--- src/rtl/uart_pkg.sv ---
// Shared types and line-level constants for the UART transmit path.
package uart_pkg;

  typedef enum logic [2:0] {
    IDLE   = 3'd0,
    START  = 3'd1,
    DATA   = 3'd2,
    PARITY = 3'd3,
    STOP   = 3'd4
  } uart_tx_state_e;

  localparam logic PAR_EVEN        = 1'b0;
  localparam logic PAR_ODD         = 1'b1;
  localparam logic UART_IDLE_LEVEL = 1'b1;

endpackage

--- src/rtl/uart_tx_frame_if.sv ---
// Parallel request side plus serial line of the UART transmitter.
interface uart_tx_frame_if #(
  parameter int DATA_WIDTH     = 8,
  parameter int PRESCALE_WIDTH = 6
);
  logic [DATA_WIDTH-1:0]     P_DATA;
  logic                      DATA_VALID;
  logic                      PAR_EN;
  logic                      PAR_TYP;
  logic [PRESCALE_WIDTH-1:0] Prescale;
  logic                      TX_OUT;
  logic                      busy;

  modport master (
    output P_DATA, DATA_VALID, PAR_EN, PAR_TYP, Prescale,
    input  TX_OUT, busy
  );

  modport slave (
    input  P_DATA, DATA_VALID, PAR_EN, PAR_TYP, Prescale,
    output TX_OUT, busy
  );
endinterface

--- src/rtl/uart_tx_bit_timer.sv ---
// Bit-period timer: pulses bit_done on the last cycle of every Teff-cycle bit.
module uart_tx_bit_timer #(
  parameter int PRESCALE_WIDTH = 6
) (
  input  logic                      clk,
  input  logic                      rst,
  input  logic [PRESCALE_WIDTH-1:0] prescale,
  input  logic                      start,
  input  logic                      enable,
  output logic                      bit_done
);

  logic [PRESCALE_WIDTH-1:0] cnt;
  logic [PRESCALE_WIDTH-1:0] last_cnt;

  // Prescale of 0 and 1 both mean one cycle per bit
  assign last_cnt = (prescale <= PRESCALE_WIDTH'(1)) ? '0 : prescale - PRESCALE_WIDTH'(1);
  assign bit_done = enable && (cnt == last_cnt);

  always_ff @(posedge clk or negedge rst) begin
    if (!rst) begin
      cnt <= '0;
    end else if (start) begin
      cnt <= '0;
    end else if (enable) begin
      cnt <= bit_done ? '0 : cnt + PRESCALE_WIDTH'(1);
    end
  end

endmodule

--- src/rtl/uart_tx_frame.sv ---
// UART transmitter: start bit, LSB-first data, optional parity, stop bit.
module uart_tx_frame
  import uart_pkg::*;
#(
  parameter int DATA_WIDTH     = 8,
  parameter int PRESCALE_WIDTH = 6
) (
  input  logic            clk,
  input  logic            rst,
  uart_tx_frame_if.slave  bus
);

  localparam int BW = (DATA_WIDTH > 1) ? $clog2(DATA_WIDTH) : 1;
  localparam logic [BW-1:0] LAST_BIT = BW'(DATA_WIDTH - 1);

  uart_tx_state_e            state, state_nxt;
  logic [DATA_WIDTH-1:0]     shift_r, shift_nxt;
  logic [BW-1:0]             bit_cnt, bit_cnt_nxt;
  logic                      tx_r, tx_nxt;
  logic                      busy_r, busy_nxt;
  logic                      par_en_r, par_bit_r;
  logic [PRESCALE_WIDTH-1:0] prescale_r;
  logic                      load;
  logic                      bit_done;

  function automatic logic parity_bit(input logic [DATA_WIDTH-1:0] d, input logic typ);
    return (typ == PAR_ODD) ? ~^d : ^d;
  endfunction

  uart_tx_bit_timer #(.PRESCALE_WIDTH(PRESCALE_WIDTH)) u_timer (
    .clk      (clk),
    .rst      (rst),
    .prescale (prescale_r),
    .start    (load),
    .enable   (state != IDLE),
    .bit_done (bit_done)
  );

  always_ff @(posedge clk or negedge rst) begin
    if (!rst) begin
      state      <= IDLE;
      shift_r    <= '0;
      bit_cnt    <= '0;
      tx_r       <= UART_IDLE_LEVEL;
      busy_r     <= 1'b0;
      par_en_r   <= 1'b0;
      par_bit_r  <= 1'b0;
      prescale_r <= '0;
    end else begin
      state   <= state_nxt;
      shift_r <= shift_nxt;
      bit_cnt <= bit_cnt_nxt;
      tx_r    <= tx_nxt;
      busy_r  <= busy_nxt;
      // Frame options are frozen at accept so mid-frame input changes are harmless
      if (load) begin
        par_en_r   <= bus.PAR_EN;
        par_bit_r  <= parity_bit(bus.P_DATA, bus.PAR_TYP);
        prescale_r <= bus.Prescale;
      end
    end
  end

  always_comb begin
    state_nxt   = state;
    shift_nxt   = shift_r;
    bit_cnt_nxt = bit_cnt;
    tx_nxt      = tx_r;
    busy_nxt    = busy_r;
    load        = 1'b0;
    unique case (state)
      IDLE: begin
        if (bus.DATA_VALID) begin
          state_nxt   = START;
          shift_nxt   = bus.P_DATA;
          bit_cnt_nxt = '0;
          tx_nxt      = 1'b0;
          busy_nxt    = 1'b1;
          load        = 1'b1;
        end
      end
      START: begin
        if (bit_done) begin
          state_nxt = DATA;
          tx_nxt    = shift_r[0];
          shift_nxt = shift_r >> 1;
        end
      end
      DATA: begin
        if (bit_done) begin
          if (bit_cnt == LAST_BIT) begin
            state_nxt = par_en_r ? PARITY : STOP;
            tx_nxt    = par_en_r ? par_bit_r : UART_IDLE_LEVEL;
          end else begin
            bit_cnt_nxt = bit_cnt + BW'(1);
            tx_nxt      = shift_r[0];
            shift_nxt   = shift_r >> 1;
          end
        end
      end
      PARITY: begin
        if (bit_done) begin
          state_nxt = STOP;
          tx_nxt    = UART_IDLE_LEVEL;
        end
      end
      STOP: begin
        // No accept here: guarantees one idle-high cycle between frames
        if (bit_done) begin
          state_nxt = IDLE;
          busy_nxt  = 1'b0;
          tx_nxt    = UART_IDLE_LEVEL;
        end
      end
      default: begin
        state_nxt = IDLE;
        tx_nxt    = UART_IDLE_LEVEL;
        busy_nxt  = 1'b0;
      end
    endcase
  end

  assign bus.TX_OUT = tx_r;
  assign bus.busy   = busy_r;

endmodule

--- src/flat_wrapper.sv ---
// flat-port wrapper written by rule: the top's interface ports become plain ports
module uart_tx_frame_flat import uart_pkg::*;
#(
  parameter int DATA_WIDTH     = 8,
  parameter int PRESCALE_WIDTH = 6
)
  (clk, rst, bus_P_DATA, bus_DATA_VALID, bus_PAR_EN, bus_PAR_TYP, bus_Prescale, bus_TX_OUT, bus_busy);
  uart_tx_frame_if #(.DATA_WIDTH(DATA_WIDTH), .PRESCALE_WIDTH(PRESCALE_WIDTH)) bus_i ();
  input  logic clk;
  input  logic rst;
  input wire logic [$bits(bus_i.P_DATA)-1:0] bus_P_DATA;
  input wire logic [$bits(bus_i.DATA_VALID)-1:0] bus_DATA_VALID;
  input wire logic [$bits(bus_i.PAR_EN)-1:0] bus_PAR_EN;
  input wire logic [$bits(bus_i.PAR_TYP)-1:0] bus_PAR_TYP;
  input wire logic [$bits(bus_i.Prescale)-1:0] bus_Prescale;
  output wire logic [$bits(bus_i.TX_OUT)-1:0] bus_TX_OUT;
  output wire logic [$bits(bus_i.busy)-1:0] bus_busy;
  assign bus_i.P_DATA = bus_P_DATA;
  assign bus_i.DATA_VALID = bus_DATA_VALID;
  assign bus_i.PAR_EN = bus_PAR_EN;
  assign bus_i.PAR_TYP = bus_PAR_TYP;
  assign bus_i.Prescale = bus_Prescale;
  assign bus_TX_OUT = bus_i.TX_OUT;
  assign bus_busy = bus_i.busy;
  uart_tx_frame #(.DATA_WIDTH(DATA_WIDTH), .PRESCALE_WIDTH(PRESCALE_WIDTH)) u_core (.clk(clk), .rst(rst), .bus(bus_i));
endmodule
--- config.mk ---
export PLATFORM = sky130hd
export DESIGN_NAME = uart_tx_frame_flat
export DESIGN_NICKNAME = d
export VERILOG_FILES = /design/src/rtl/uart_pkg.sv /design/src/rtl/uart_tx_frame_if.sv /design/src/rtl/uart_tx_bit_timer.sv /design/src/rtl/uart_tx_frame.sv /design/src/flat_wrapper.sv
export SDC_FILE = /design/constraint.sdc
export NUM_CORES = 1
export LEC_CHECK = 0
export BUFFER_PORTS_ARGS = -buffer_cell sky130_fd_sc_hd__buf_2
export CAP_MARGIN = 20
export CORE_ASPECT_RATIO = 2
export CORE_MARGIN = 3
export CORE_UTILIZATION = 40
export DETAILED_ROUTE_END_ITERATION = 7
export GPL_TIMING_DRIVEN = 0
export PLACE_DENSITY = 0.59
export SKIP_LAST_GASP = 1
export SLEW_MARGIN = 20
export SYNTH_ARGS = -nofsm -noshare
export SYNTH_HDL_FRONTEND = slang
export SYNTH_SLANG_ARGS = --single-unit
--- constraint.sdc ---
create_clock -name clk -period 8 [get_ports clk]
set_input_delay 0.8 -clock clk [delete_from_list [all_inputs] [get_ports clk]]
set_output_delay 0.8 -clock clk [all_outputs]
set_load 0.02 [all_outputs]
# Yosys cells after proc, flatten, opt, wreduce, memory -nomap -nowiden
# Index checks and enable logic that the tools add are counted.
# totals
register_bits,30
inputBits,19
output_inout_bits,2
wordCells,77
# op_classes
n_addsub,3
order_cmp,1
eq_ne,14
muxes,34
bitwise_logic,1
reduce_logical,15
# op_table
op,count
$mux W8,4
$mux W3,10
$mux W6,4
$pmux W8 S3,1
$pmux W3 S5,1
$ne A2 B2 Y1 const B,6
$mux W1,11
$reduce_and A4 Y1,2
$reduce_xnor A8 Y1,1
$reduce_xor A8 Y1,1
$add A6 B1 Y6 const B,1
$eq A3 B2 Y1 const B,2
$eq A3 B3 Y1 const B,2
$eq A6 B6 Y1,1
$le A6 B1 Y1 const B,1
$pmux W3 S2,1
$reduce_and A6 Y1,1
$reduce_bool A3 Y1,2
$sub A6 B1 Y6 const B,1
$reduce_and A5 Y1,1
$ne A2 B1 Y1 const B,2
$pmux W1 S4,1
$reduce_bool A2 Y1,2
$add A3 B1 Y3 const B,1
8 further kinds,8

# Depth between registers and ports, before layout
# Gate-level depths: netlist of the first run.
# depth
ltp_word,7
mapped_depth,11

# By module
# A second synthesis of the first run with hierarchy kept.
# hier_totals
cells_unflattened,189
hier_area_um2,1959.4
# by_module_without_submodules
mod,instances,cells_each,area_per_inst_um2
uart_tx_frame,1,117,1350.0
uart_tx_bit_timer,1,72,609.3

# Worst setup path after synthesis of the first run
# Ideal clock, no wire load.
# synth_path
path_kind,reg2reg
start,register u_core.prescale_r[0]
end,register u_core.shift_r[0]
arrival_time_ns,2.587
t_required_ns,7.875
setup_slack_ns,5.288
stages_incl_launch_ff,10
n_path_buf,0
period_less_slack_ns,2.712
path_cell_list,dfrtp_1 inv_1 ha_1 or2_2 a32o_1 o32a_1 a2111oi_2 nand3_2 a21oi_4 mux2_4
# synth_via
elab_chain_len,6
# synth_rtl
element,line_no,rtl
"start, declared",uart_tx_frame.sv:22,logic [PRESCALE_WIDTH-1:0] prescale_r;
"start signal, assigned",uart_tx_frame.sv:59,prescale_r <= bus.Prescale;
$sub A6 B1 Y6 / $le A6 B1 Y1 (equally long branches),uart_tx_bit_timer.sv:17,assign last_cnt = (prescale <= PRESCALE_WIDTH'(1)) ? '0 : prescale - PRESCALE_WIDTH'(1);
$mux W6 *,uart_tx_bit_timer.sv:17,
$eq A6 B6 Y1 *,uart_tx_bit_timer.sv:18,assign bit_done = enable && (cnt == last_cnt);
$logic_and A1 B1 Y1 *,uart_tx_bit_timer.sv:18,
$ne A2 B2 Y1 (no source line),-,
$reduce_and A5 Y1 (no source line) *,-,
"end signal, assigned",uart_tx_frame.sv:51,shift_r <= shift_nxt;
"end, declared",uart_tx_frame.sv:17,"logic [DATA_WIDTH-1:0] shift_r, shift_nxt;"
# Mark *: on every way between the ends. The rest lies on a longest branch, timed or not.
# A chain may end at the register's enable or synchronous reset.

# Worst setup path after layout of the first run
# layout_path
start,register u_core.prescale_r[0]
end,register u_core.shift_r[6]
# The elaborated chain is that of the path after synthesis.

==> Flow_metrics.wiki, run 1 <==
{| class="wikitable"
! Metric !! Value
|-
| Result of the run || finished clean
|-
| Maximum Capacitance Violations || 0
|-
| Floorplan die area || just under 6000 µm²
|-
| First-pass DRT Iterations || 4
|-
| Fillcell total || roughly 500
|-
| Simple logic cell fraction of the synthesized area || 20.3%
|-
| Cell types with the largest area share after synthesis || sky130_fd_sc_hd__dfrtp_1 (37%), sky130_fd_sc_hd__mux2_4 (5.4%), sky130_fd_sc_hd__nand2_1 (5.4%)
|-
| Hold violation count in the final report || 0
|-
| Data arrival time of the worst path || 3.20 ns
|-
| First-pass GRT wire length || around 7300 µm
|-
| Synth top area share || a little under two fifths
|-
| Mean cell area of the mapped netlist || slightly below 10 µm²
|-
| Number of flops mapped to enable cells by yosys || 0
|-
| Number of antenna diodes || 0
|-
| Transition time of the tightest slew-check pin || 0.711 ns
|-
| Clock Skews || around 0.004 ns
|-
| Clock transition at the registers of the reported paths || approximately 0.07 ns
|-
| Fraction of registers with async set/reset || 100%
|-
| Number of global-route vias before repair || around 1500
|-
| Detailed placement HPWL || between 3000 and 4000 µm
|-
| Synthesized-area fraction occupied by adder cells || under 10%
|-
| Most frequent standard cell in the layout excluding fill and tap cells || sky130_fd_sc_hd__dfrtp_1
|-
| Maximum fanout along the worst path || 8
|-
| Met3 routed WL || between 90 and 100 µm
|-
| Post-DR wirelength/cell || 14.8 µm
|-
| I/O pin count || 21
|-
| Net count of the finished layout || 250
|-
| Slew Viols, Final || 0
|-
| Post-synthesis instance total || between 150 and 200
|-
| Initial standard-cell utilization of the core || a little over two fifths
|-
| Max-Slew Margin vs Limit || between 50% and 60%
|-
| GRT Util Overall || between 10% and 20%
|-
| Routed wire length || between 4000 and 5000 µm
|-
| Cell row count || 35
|-
| Fraction of final layout cells sized beyond drive strength 1 || between 20% and 30%
|-
| Cell area after technology mapping || around 2000 µm²
|-
| Die W || ~55 µm
|-
| Final cell area excluding filler cells || approximately 2200 µm²
|-
| Placed standard-cell area || ~2100 µm²
|-
| CTS H-Tree Depth || 2
|-
| Wire length on met2 || ~2400 µm
|-
| Length of routed wiring on met1 || about 1600 µm
|-
| Fraction of the yosys area taken by sequential cells || between 30% and 40%
|-
| Number of clock sinks || 30
|-
| Die Y || approximately 100 µm
|-
| Clk_lat worst skew || ~0.28 ns
|-
| Root buffer cell || sky130_fd_sc_hd__clkbuf_8
|-
| Complex-gate fraction of the synthesized area || approximately 17%
|-
| Clock buffer count from CTS || 5
|-
| Sum of negative setup slack || 0 ns
|-
| Yosys top cell by area || sky130_fd_sc_hd__dfrtp_1
|-
| Dominant register cell in the synthesized netlist || sky130_fd_sc_hd__dfrtp_1
|-
| Antenna violations before repair || 0
|-
| Detailed-route DRC error count || 0
|-
| Area Growth Syn to Fin || 13.5%
|-
| Worst path required time || between 8 and 9 ns
|-
| Type of element launching the critical path || register
|-
| Post-CTS resize count || 0
|-
| Register cell area after layout || 752 µm²
|-
| Clock period minus final worst setup slack || roughly 3.0 ns
|-
| Power Dens Cells || about 420 nW/µm²
|-
| Number of warnings printed during yosys synthesis || 0
|-
| Detail Route Antenna Nets || 0
|-
| Max layer used || met4
|-
| Area of the placeable core || about 4600 µm²
|-
| DRT iter0 DRCs || 20
|-
| Largest family of logic cells by synthesized area || simple AND/OR/NAND/NOR gates
|-
| Share of the clock period used by the worst path after layout || 37.8%
|-
| Slack of the worst reg-to-reg path || 4.97 ns
|-
| CTS Buffer Depth || 2
|-
| Clock tree from TritonCTS || done
|-
| Overflow after GRT || 0
|-
| Setup violations, final || 0
|-
| Worst IR Drop VDD || 0.000200 V
|-
| Average via count per standard cell || roughly 5.4
|-
| Unique cell type count in the Yosys netlist || 53
|-
| Post-synthesis net count || 223
|-
| Leakage power total || between 0.9 and 1 nW
|-
| Maximum number of pins on one net before global-route repair || 31
|-
| Critical Path Sink Type || register
|-
| Timing-limited maximum frequency || between 300 and 400 MHz
|-
| FF+latch count, synth || 30
|-
| Final weighted congestion in routability-driven placement || approximately 0.73
|-
| Multiplexer share of the synthesized area || 11.0%
|-
| Post-synthesis share of cell area spent on xor and xnor gates || roughly 6%
|-
| RSZ-0062 raised after global routing || false
|-
| Most frequent cells in the layout || sky130_fd_sc_hd__dfrtp_1 (29), sky130_fd_sc_hd__nand2_1 (28), sky130_fd_sc_hd__buf_2 (20)
|-
| Number of hold-repair buffers added at the cts stage || 0
|-
| Overall via count from detail_route || 1519
|-
| Port Buf Inserts || 20
|-
| Critical path class || register to register
|-
| Buffers inserted during post-CTS setup optimization || 0
|-
| Area occupied by multi-input gates || around 1100 µm²
|-
| Type of the most critical hold path || register to register
|}
-- cell families after synthesis --
group	Yosys count
simple gates	77
compound gates	42
flops	30
mux	17
buf+inv	14
xor+xnor	13
fa+ha+maj	6
-- area by class of cell --
class,count,share of cell area (%)
plain buffers,8,2.37
repair buffers,20,4.52
well taps,55,3.11
multi-input cells,155,50.7
clock inverters,2,0.565
inverters,6,1.02
clock buffers,6,3.73
flip-flops and latches,30,34.0
-- sequential cells by signal, indices dropped and copies added, names as in the netlist --
signal,cells
u_core.u_timer.cnt,6
u_core.par_en_r,1
u_core.shift_r,8
u_core.par_bit_r,1
u_core.prescale_r,6
u_core.bit_cnt,3
u_core.state,3
u_core.bus.TX_OUT,1
u_core.bus.busy,1
-- final timing paths --
| kind | startpoint | endpoint | cells after the start |
|---|---|---|---|
| worst max-delay path | u_core.prescale_r[0] | u_core.shift_r[6] | 9 |
| worst min-delay path | u_core.par_bit_r | u_core.par_bit_r | 2 |
| worst max register to register | u_core.prescale_r[0] | u_core.shift_r[6] | 9 |
| worst min register to register | u_core.par_bit_r | u_core.par_bit_r | 2 |
| max in group asynchronous | rst | u_core.shift_r[5] | 1 |
| min in group asynchronous | rst | u_core.u_timer.cnt[1] | 1 |
-- power breakdown --
| group | switching (W) | internal [W] | total [W] |
|---|---|---|---|
| clock network | 0.0000593 | 0.0000691 | 0.000128 |
| logic | 0.000261 | 0.000255 | 0.000516 |
| registers | 0.0000691 | 0.000220 | 0.000289 |
| total | 0.000389 | 0.000544 | 0.000933 |
-- Yosys cell counts, types with 2 or more instances --
cell                        n
sky130_fd_sc_hd__a21oi_1    6
sky130_fd_sc_hd__a22o_1     2
sky130_fd_sc_hd__a31oi_1    4
sky130_fd_sc_hd__and2_1     2
sky130_fd_sc_hd__and3_1     4
sky130_fd_sc_hd__buf_6      3
sky130_fd_sc_hd__clkbuf_1   5
sky130_fd_sc_hd__dfrtp_1   29
sky130_fd_sc_hd__ha_1       5
sky130_fd_sc_hd__inv_1      6
sky130_fd_sc_hd__mux2_2     7
sky130_fd_sc_hd__mux2_4     7
sky130_fd_sc_hd__mux2i_1    3
sky130_fd_sc_hd__nand2_1   28
sky130_fd_sc_hd__nand2b_1   4
sky130_fd_sc_hd__nand3_1    4
sky130_fd_sc_hd__nand3b_1   2
sky130_fd_sc_hd__nor2_1    15
sky130_fd_sc_hd__nor2b_1    3
sky130_fd_sc_hd__nor3_1     2
sky130_fd_sc_hd__nor3_2     2
sky130_fd_sc_hd__o21ai_0   10
sky130_fd_sc_hd__o31ai_1    3
sky130_fd_sc_hd__or2_2      3
sky130_fd_sc_hd__xnor2_1    9
sky130_fd_sc_hd__xor2_1     4
-- critical path: stages, from the launching register on --
cell                        delay, ns
sky130_fd_sc_hd__dfrtp_1         0.49
sky130_fd_sc_hd__inv_1           0.11
sky130_fd_sc_hd__ha_1            0.24
sky130_fd_sc_hd__or2_2           0.34
sky130_fd_sc_hd__a32o_1          0.26
sky130_fd_sc_hd__o32a_1          0.17
sky130_fd_sc_hd__a2111oi_2       0.42
sky130_fd_sc_hd__nand3_2         0.16
sky130_fd_sc_hd__a21oi_4         0.39
sky130_fd_sc_hd__mux2_4          0.34
-- stage by stage --
| step | hold slack [ns] | worst slack, ns | utilization, % | power [W] | instances |
|---|---|---|---|---|---|
| CTS | 0.501 | 4.94 | 47.7 | 0.000945 | 282 |
| finish | 0.497 | 4.97 | 47.7 | 0.000933 | 282 |
| global placement | 0.465 | 4.97 | 45.7 | 0.000805 | 274 |
| floorplan | 0.450 | 5.29 | - | 0.000697 | 199 |
| global route | 0.527 | 4.75 | 47.7 | 0.00102 | 282 |
| detailed placement | 0.486 | 4.95 | 45.7 | 0.000811 | 274 |
-- per-layer routing --
layer  global-route usage [%]  vias up
met5                        0        -
met4                     5.74        0
met3                     2.22        6
met2                     29.2       23
met1                     17.1      733
li1                         -      757
(Power assumes the default switching activity.)
==> run 2: changes to the inputs <==
--- a/config.mk
+++ b/config.mk
@@ -12,7 +12,7 @@
 export CORE_UTILIZATION = 40
 export DETAILED_ROUTE_END_ITERATION = 7
 export GPL_TIMING_DRIVEN = 0
-export PLACE_DENSITY = 0.59
+export PLACE_DENSITY = 0.61
 export SKIP_LAST_GASP = 1
 export SLEW_MARGIN = 20
 export SYNTH_ARGS = -nofsm -noshare
==> constraint.sdc (replaced) <==
create_clock -name clk -period 2.7 [get_ports clk]
set_input_delay 0.27 -clock clk [delete_from_list [all_inputs] [get_ports clk]]
set_output_delay 0.27 -clock clk [all_outputs]
set_load 0.02 [all_outputs]
==> run 2 against run 1 <==
Net effect: setup slack worse by 4.9 ns; power rose to 3.3 times the previous value; final cell count up 1.8%; critical endpoint is now u_core.u_timer.cnt[2]; largest power group unchanged.
==> Flow_metrics.wiki, run 2 (synthesis results as in run 1) <==
{| class="wikitable"
! Metric !! Value
|-
| Result of the run || finished clean
|-
| Final weighted congestion in routability-driven placement || 0.777
|-
| CTS Buffer Depth || 2
|-
| Fillcell total || 469
|-
| Antenna violations before repair || 0
|-
| I/O pin count || 21
|-
| Most frequent cells in the layout || sky130_fd_sc_hd__nand2_1 (28), sky130_fd_sc_hd__dfrtp_1 (28), sky130_fd_sc_hd__buf_2 (20)
|-
| Worst path required time || roughly 2.9 ns
|-
| Most flops, register || u_core.shift_r
|-
| Registers with the most flip-flops || u_core.shift_r (8), u_core.prescale_r (6), u_core.u_timer.cnt (6)
|-
| Transition time of the tightest slew-check pin || 0.717 ns
|-
| Worst IR Drop VDD || roughly 0.00057 V
|-
| Final core utilization || between 50% and 60%
|-
| Worst reg2reg endpoint || u_core.u_timer.cnt[2]
|-
| Clock buffer count from CTS || 5
|-
| First-pass GRT wire length || ~7300 µm
|-
| Sum of negative setup slack || 0 ns
|-
| Area occupied by multi-input gates || ~1200 µm²
|-
| Detailed-route DRC error count || 0
|-
| Fraction of final layout cells sized beyond drive strength 1 || between 20% and 30%
|-
| Worst reg-to-reg path cell count || 9
|-
| Detailed placement HPWL || about 3200 µm
|-
| Share of the clock period used by the worst path after layout || approximately 97%
|-
| Type of the most critical hold path || input port to asynchronous set/reset pin
|-
| Slew Viols, Final || 0
|-
| Area Growth Syn to Fin || 19.7%
|-
| Clock tree from TritonCTS || done
|-
| Maximum Capacitance Violations || 0
|-
| Power Dens Cells || around 1300 nW/µm²
|-
| Maximum fanout along the worst path || 7
|-
| Post-DR wirelength/cell || 14.7 µm
|-
| Root buffer cell || sky130_fd_sc_hd__clkbuf_8
|-
| Maximum number of pins on one net before global-route repair || 31
|-
| Die Y || 105 µm
|-
| Post-placement worst setup slack || -0.315 ns
|-
| Detail Route Antenna Nets || 0
|-
| Average via count per standard cell || roughly 5.4
|-
| Data arrival time of the worst path || about 2.8 ns
|-
| Register cell area after layout || 753 µm²
|-
| Hold violation count in the final report || 0
|-
| Clock Skews || ~0.0066 ns
|-
| Overall via count from detail_route || around 1500
|-
| Number of clock sinks || 30
|-
| Overflow after GRT || 0
|-
| Leakage power total || just over 1 nW
|-
| Startpoint of the most critical register-to-register path || u_core.prescale_r[1]
|-
| Cell row count || 35
|-
| CTS H-Tree Depth || 2
|-
| Type of element launching the critical path || register
|-
| Slack of the worst reg-to-reg path || about 0.093 ns
|-
| Max-Slew Margin vs Limit || between 50% and 60%
|-
| Floorplan die area || 5800 µm²
|-
| Net count of the finished layout || around 260
|-
| Port Buf Inserts || 20
|-
| First-pass DRT Iterations || 4
|-
| Area of the placeable core || between 4000 and 5000 µm²
|-
| Clk_lat worst skew || 0.28 ns
|-
| RSZ-0062 raised after global routing || true
|-
| Setup crit start || u_core.prescale_r[1]
|-
| Number of hold-repair buffers added at the cts stage || 0
|-
| Setup violations, final || 0
|-
| Flip-flop count of the largest register, all copies and words added || 8
|-
| Final Worst Setup Slack || slightly above 0.09 ns
|-
| Critical path class || register to register
|-
| GRT Util Overall || 15.6%
|-
| Routed wire length || between 4000 and 5000 µm
|-
| Number of cells after detailed placement || approximately 270
|-
| Clock period minus final worst setup slack || around 2.6 ns
|-
| Count of non-filler cells in the finished layout || 287
|-
| Timing-limited maximum frequency || roughly 380 MHz
|-
| Initial standard-cell utilization of the core || a little over two fifths
|-
| Die W || between 50 and 60 µm
|-
| Number of global-route vias before repair || approximately 1600
|-
| Critical Path Sink Type || register
|-
| DRT iter0 DRCs || 24
|-
| Clock transition at the registers of the reported paths || 0.07 ns
|-
| Number of antenna diodes || 0
|}
[run 2: stage by stage]
step / total power (W) / cell area (µm²) / hold WS [ns]
6_report: 0.00307 / 2330 / 0.0205
2_1_floorplan: 0.00206 / 1950 / -0.0256
4_1_cts: 0.00296 / 2270 / 0.0467
3_3_place_gp: 0.00238 / 2120 / 0.347
3_5_place_dp: 0.00240 / 2120 / 0.360
5_1_grt: 0.00331 / 2330 / 0.0696
[run 2: worst max path at each step]
stage                     cells after the start  slack [ns]                    end
after floorplan                               9        0.01      u_core.shift_r[0]
after global placement                        9       -0.29      u_core.shift_r[5]
after detailed placement                      9       -0.31      u_core.shift_r[0]
after CTS                                    10        0.05      u_core.shift_r[0]
after global routing                         10       -0.02      u_core.shift_r[0]
final                                         9        0.09  u_core.u_timer.cnt[2]
[run 2: final cells by class]
class,count,area share (%)
Inverter,6,0.965
Tap cell,55,2.95
Timing Repair Buffer,25,6.43
Multi-Input combinational cell,155,50.5
Buffer,8,2.25
Sequential cell,30,32.3
Clock inverter,3,1.71
Clock buffer,5,2.95
[run 2: repair_timing]
item,4_1_cts,5_1_grt
buffers inserted,2,3
pin swaps,2,4
gates resized for setup,2,8
setup endpoints to repair,22,17
cloned,0,0
[run 2: worst max-delay path, cell delays in order, from the launching register on]
cell                        delay [ns]
sky130_fd_sc_hd__dfrtp_1          0.38
sky130_fd_sc_hd__buf_4            0.14
sky130_fd_sc_hd__or4_4            0.57
sky130_fd_sc_hd__o211a_1          0.25
sky130_fd_sc_hd__a2111oi_4        0.21
sky130_fd_sc_hd__nor3_2           0.10
sky130_fd_sc_hd__and2_4           0.15
sky130_fd_sc_hd__buf_6            0.13
sky130_fd_sc_hd__or4b_4           0.51
sky130_fd_sc_hd__o311ai_2         0.07
[run 2: power by group]
group	internal, W	total, W	switching (W)
combinational	0.000913	0.00176	0.000851
clock	0.000271	0.000453	0.000182
sequential	0.000653	0.000850	0.000197
[run 2: routing by layer]
metal	GRT usage (%)	vias up	part of all wire, %
met5	0	-	0
met2	29.6	18	59
li1	-	769	-
met4	6.26	0	1.6
met3	2.35	5	2.1
met1	16.6	755	37
==> run 3: changes to the inputs <==
--- a/config.mk
+++ b/config.mk
@@ -11,8 +11,9 @@
 export CORE_MARGIN = 3
 export CORE_UTILIZATION = 40
 export DETAILED_ROUTE_END_ITERATION = 7
+export GPL_ROUTABILITY_DRIVEN = 1
 export GPL_TIMING_DRIVEN = 0
-export PLACE_DENSITY = 0.61
+export PLACE_DENSITY = 0.59
 export SKIP_LAST_GASP = 1
 export SLEW_MARGIN = 20
 export SYNTH_ARGS = -nofsm -noshare
==> constraint.sdc (replaced) <==
create_clock -name clk -period 2.4 [get_ports clk]
set_input_delay 0.24 -clock clk [delete_from_list [all_inputs] [get_ports clk]]
set_output_delay 0.24 -clock clk [all_outputs]
set_load 0.02 [all_outputs]
==> run 3 against run 2 <==
Net effect: the run now ends with negative hold slack, negative setup slack left; clock skew is 0.0010 ns lower; utilization is 2.9 points higher; wire length rose by 5.8%; fmax rose by 3.2%; hold slack worse by 0.021 ns; sequential share of layout area fell by 1.7 points; die area unchanged; critical path type unchanged; largest power group unchanged.
==> Flow_metrics.wiki, run 3 (synthesis results as in run 1) <==
{| class="wikitable"
! Metric !! Value
|-
| Setup violations, final || 12
|-
| Data arrival time of the worst path || about 2.7 ns
|-
| Overflow after GRT || 0
|-
| GRT Util Overall || about 16%
|-
| Post-DR wirelength/cell || ~15 µm
|-
| Top cell family by delay on the critical path || simple AND/OR/NAND/NOR gates
|-
| Most frequent cells in the layout || sky130_fd_sc_hd__nand2_1 (27), sky130_fd_sc_hd__dfrtp_1 (27), sky130_fd_sc_hd__buf_2 (20)
|-
| Number of antenna diodes || 0
|-
| Clock period minus final worst setup slack || ~2.5 ns
|-
| RSZ-0062 raised after global routing || true
|-
| Detail Route Antenna Nets || 0
|-
| Initial standard-cell utilization of the core || 42.0%
|-
| Critical path class || register to register
|-
| Overall via count from detail_route || approximately 1600
|-
| Type of the most critical hold path || input port to asynchronous set/reset pin
|-
| Final cell area excluding filler cells || between 2000 and 2500 µm²
|-
| Root buffer cell || sky130_fd_sc_hd__clkbuf_8
|-
| Hold slack final || -0.000530 ns
|-
| First-pass DRT Iterations || 4
|-
| Maximum Capacitance Violations || 0
|-
| I/O pin count || 21
|-
| Cell row count || 35
|-
| Startpoint of the most critical register-to-register path || u_core.prescale_r[0]
|-
| Fraction of final layout cells sized beyond drive strength 1 || a little under two fifths
|-
| First-pass GRT wire length || approximately 7500 µm
|-
| Clock buffer count from CTS || 5
|-
| Count of non-filler cells in the finished layout || roughly 290
|-
| Net count of the finished layout || ~260
|-
| Type of element launching the critical path || register
|-
| Detailed placement HPWL || 3250 µm
|-
| DRT iter0 DRCs || 20
|-
| Fillcell total || 484
|-
| Registers with the most flip-flops || u_core.shift_r (8), u_core.prescale_r (6), u_core.u_timer.cnt (6)
|-
| Worst IR Drop VDD || 0.000891 V
|-
| Number of global-route vias before repair || 1667
|-
| Share of the clock period used by the worst path after layout || 105%
|-
| Slack of the worst reg-to-reg path || -0.13 ns
|-
| Worst reg-to-reg path cell count || 9
|-
| Max-Slew Margin vs Limit || a little over half
|-
| Clock Skews || ~0.0056 ns
|-
| Area Growth Syn to Fin || 26.5%
|-
| Final Worst Setup Slack || -0.125 ns
|-
| Average via count per standard cell || ~5.5
|-
| Area of the placeable core || 4640 µm²
|-
| Clk_lat worst skew || about 0.28 ns
|-
| Hold violation count in the final report || 1
|-
| Worst path required time || 2.57 ns
|-
| Power Dens Cells || ~1500 nW/µm²
|-
| Die W || about 55 µm
|-
| Maximum fanout along the worst path || 8
|-
| Leakage power total || roughly 1.1 nW
|-
| Routed wire length || approximately 4500 µm
|-
| Slowest stage delay, CP || 0.45 ns
|-
| Detailed-route DRC error count || 0
|-
| Number of cells after detailed placement || roughly 270
|-
| Most flops, register || u_core.shift_r
|-
| Antenna violations before repair || 0
|-
| Critical Path Slowest Stage Cell || sky130_fd_sc_hd__or4_4
|-
| Number of buffer and inverter stages on the critical path || 2
|-
| Violated checks || negative hold slack, negative setup slack
|-
| Worst reg2reg endpoint || u_core.shift_r[6]
|-
| Floorplan die area || between 5000 and 6000 µm²
|-
| Die Y || about 100 µm
|-
| Transition time of the tightest slew-check pin || 0.695 ns
|-
| Slew Viols, Final || 0
|-
| Timing-limited maximum frequency || approximately 400 MHz
|-
| Final weighted congestion in routability-driven placement || 0.762
|-
| Placed standard-cell area || approximately 2100 µm²
|-
| Result of the run || complete, but fails checks
|-
| Critical Path Sink Type || register
|-
| Flip-flop count of the largest register, all copies and words added || 8
|-
| Clock tree from TritonCTS || done
|-
| Number of clock sinks || 30
|-
| CTS Buffer Depth || 2
|-
| Port Buf Inserts || 20
|-
| CTS H-Tree Depth || 2
|-
| Critical Path, Cell by Cell || buf_4, or4_4, a21o_1, and3_1, nor3_4, nand3_2, a21oi_4, buf_12, mux2_4
|-
| Post-placement worst setup slack || -0.366 ns
|-
| Maximum number of pins on one net before global-route repair || 31
|-
| Clock transition at the registers of the reported paths || about 0.07 ns
|}
-- run 3: cell count changes in the layout (fill, tap and decap cells not counted), moves of 2 or more --
cell	previous run	this run
sky130_fd_sc_hd__buf_4	4	9
sky130_fd_sc_hd__inv_1	6	4
sky130_fd_sc_hd__inv_2	0	2
sky130_fd_sc_hd__o21ai_0	10	5
sky130_fd_sc_hd__o21ai_1	0	5
sky130_fd_sc_hd__o31ai_1	3	1
sky130_fd_sc_hd__o31ai_2	0	2
-- run 3: routing by layer --
metal  up-vias  part of all wire [%]  GRT usage [%]
met5         -                     0              0
met4         0                   2.0           7.13
met3         7                   2.4           2.60
met2        24                    60           31.5
met1       788                    36           16.5
li1        787                     -              -
-- run 3: through the flow --
step,total power [W],setup TNS (ns),utilization [%]
floorplan,0.00238,-0.264,-
detailed placement,0.00277,-4.95,46.2
global placement,0.00275,-5.39,46.2
global route,0.00403,-3.03,53.2
CTS,0.00344,-2.13,50.4
finish,0.00372,-1.13,53.2
-- run 3: worst max path at each step --
stage                     slack [ns]  cells after the start                     to            startpoint
after floorplan                -0.03                      9      u_core.shift_r[0]  u_core.prescale_r[0]
after global placement         -0.39                      9      u_core.shift_r[5]  u_core.prescale_r[0]
after detailed placement       -0.37                      9      u_core.shift_r[2]  u_core.prescale_r[0]
after CTS                      -0.17                      9  u_core.u_timer.cnt[2]  u_core.prescale_r[0]
after global routing           -0.24                     10      u_core.shift_r[4]  u_core.prescale_r[0]
final                          -0.13                      9      u_core.shift_r[6]  u_core.prescale_r[0]
-- run 3: where the power goes --
| part | total, W | leakage, nW | internal, W | switching [W] |
|---|---|---|---|---|
| Combinational | 0.00234 | 0.676 | 0.00125 | 0.00110 |
| Sequential | 0.000958 | 0.362 | 0.000737 | 0.000222 |
| Clock | 0.000418 | 0.0482 | 0.000231 | 0.000187 |
-- run 3: timing repair --
action                                  in CTS  in global routing
gates resized for setup                      8                 23
gates cloned                                 0                  1
endpoints found under the setup margin      22                 22
setup buffers                                8                  4
hold endpoints to repair                     0                  0
hold buffers                                 0                  0
pin swaps                                    5                  5
-- run 3: layout make-up --
type | count | area (µm²) | share of cell area [%]
Buffer | 7 | 45.0 | 1.83
Sequential cell | 30 | 754 | 30.6
Clock inverter | 1 | 5.00 | 0.203
Clock buffer | 7 | 86.3 | 3.50
Multi-Input combinational cell | 155 | 1250 | 50.7
Tap cell | 55 | 68.8 | 2.79
Inverter | 6 | 22.5 | 0.913
Timing Repair Buffer | 33 | 235 | 9.53
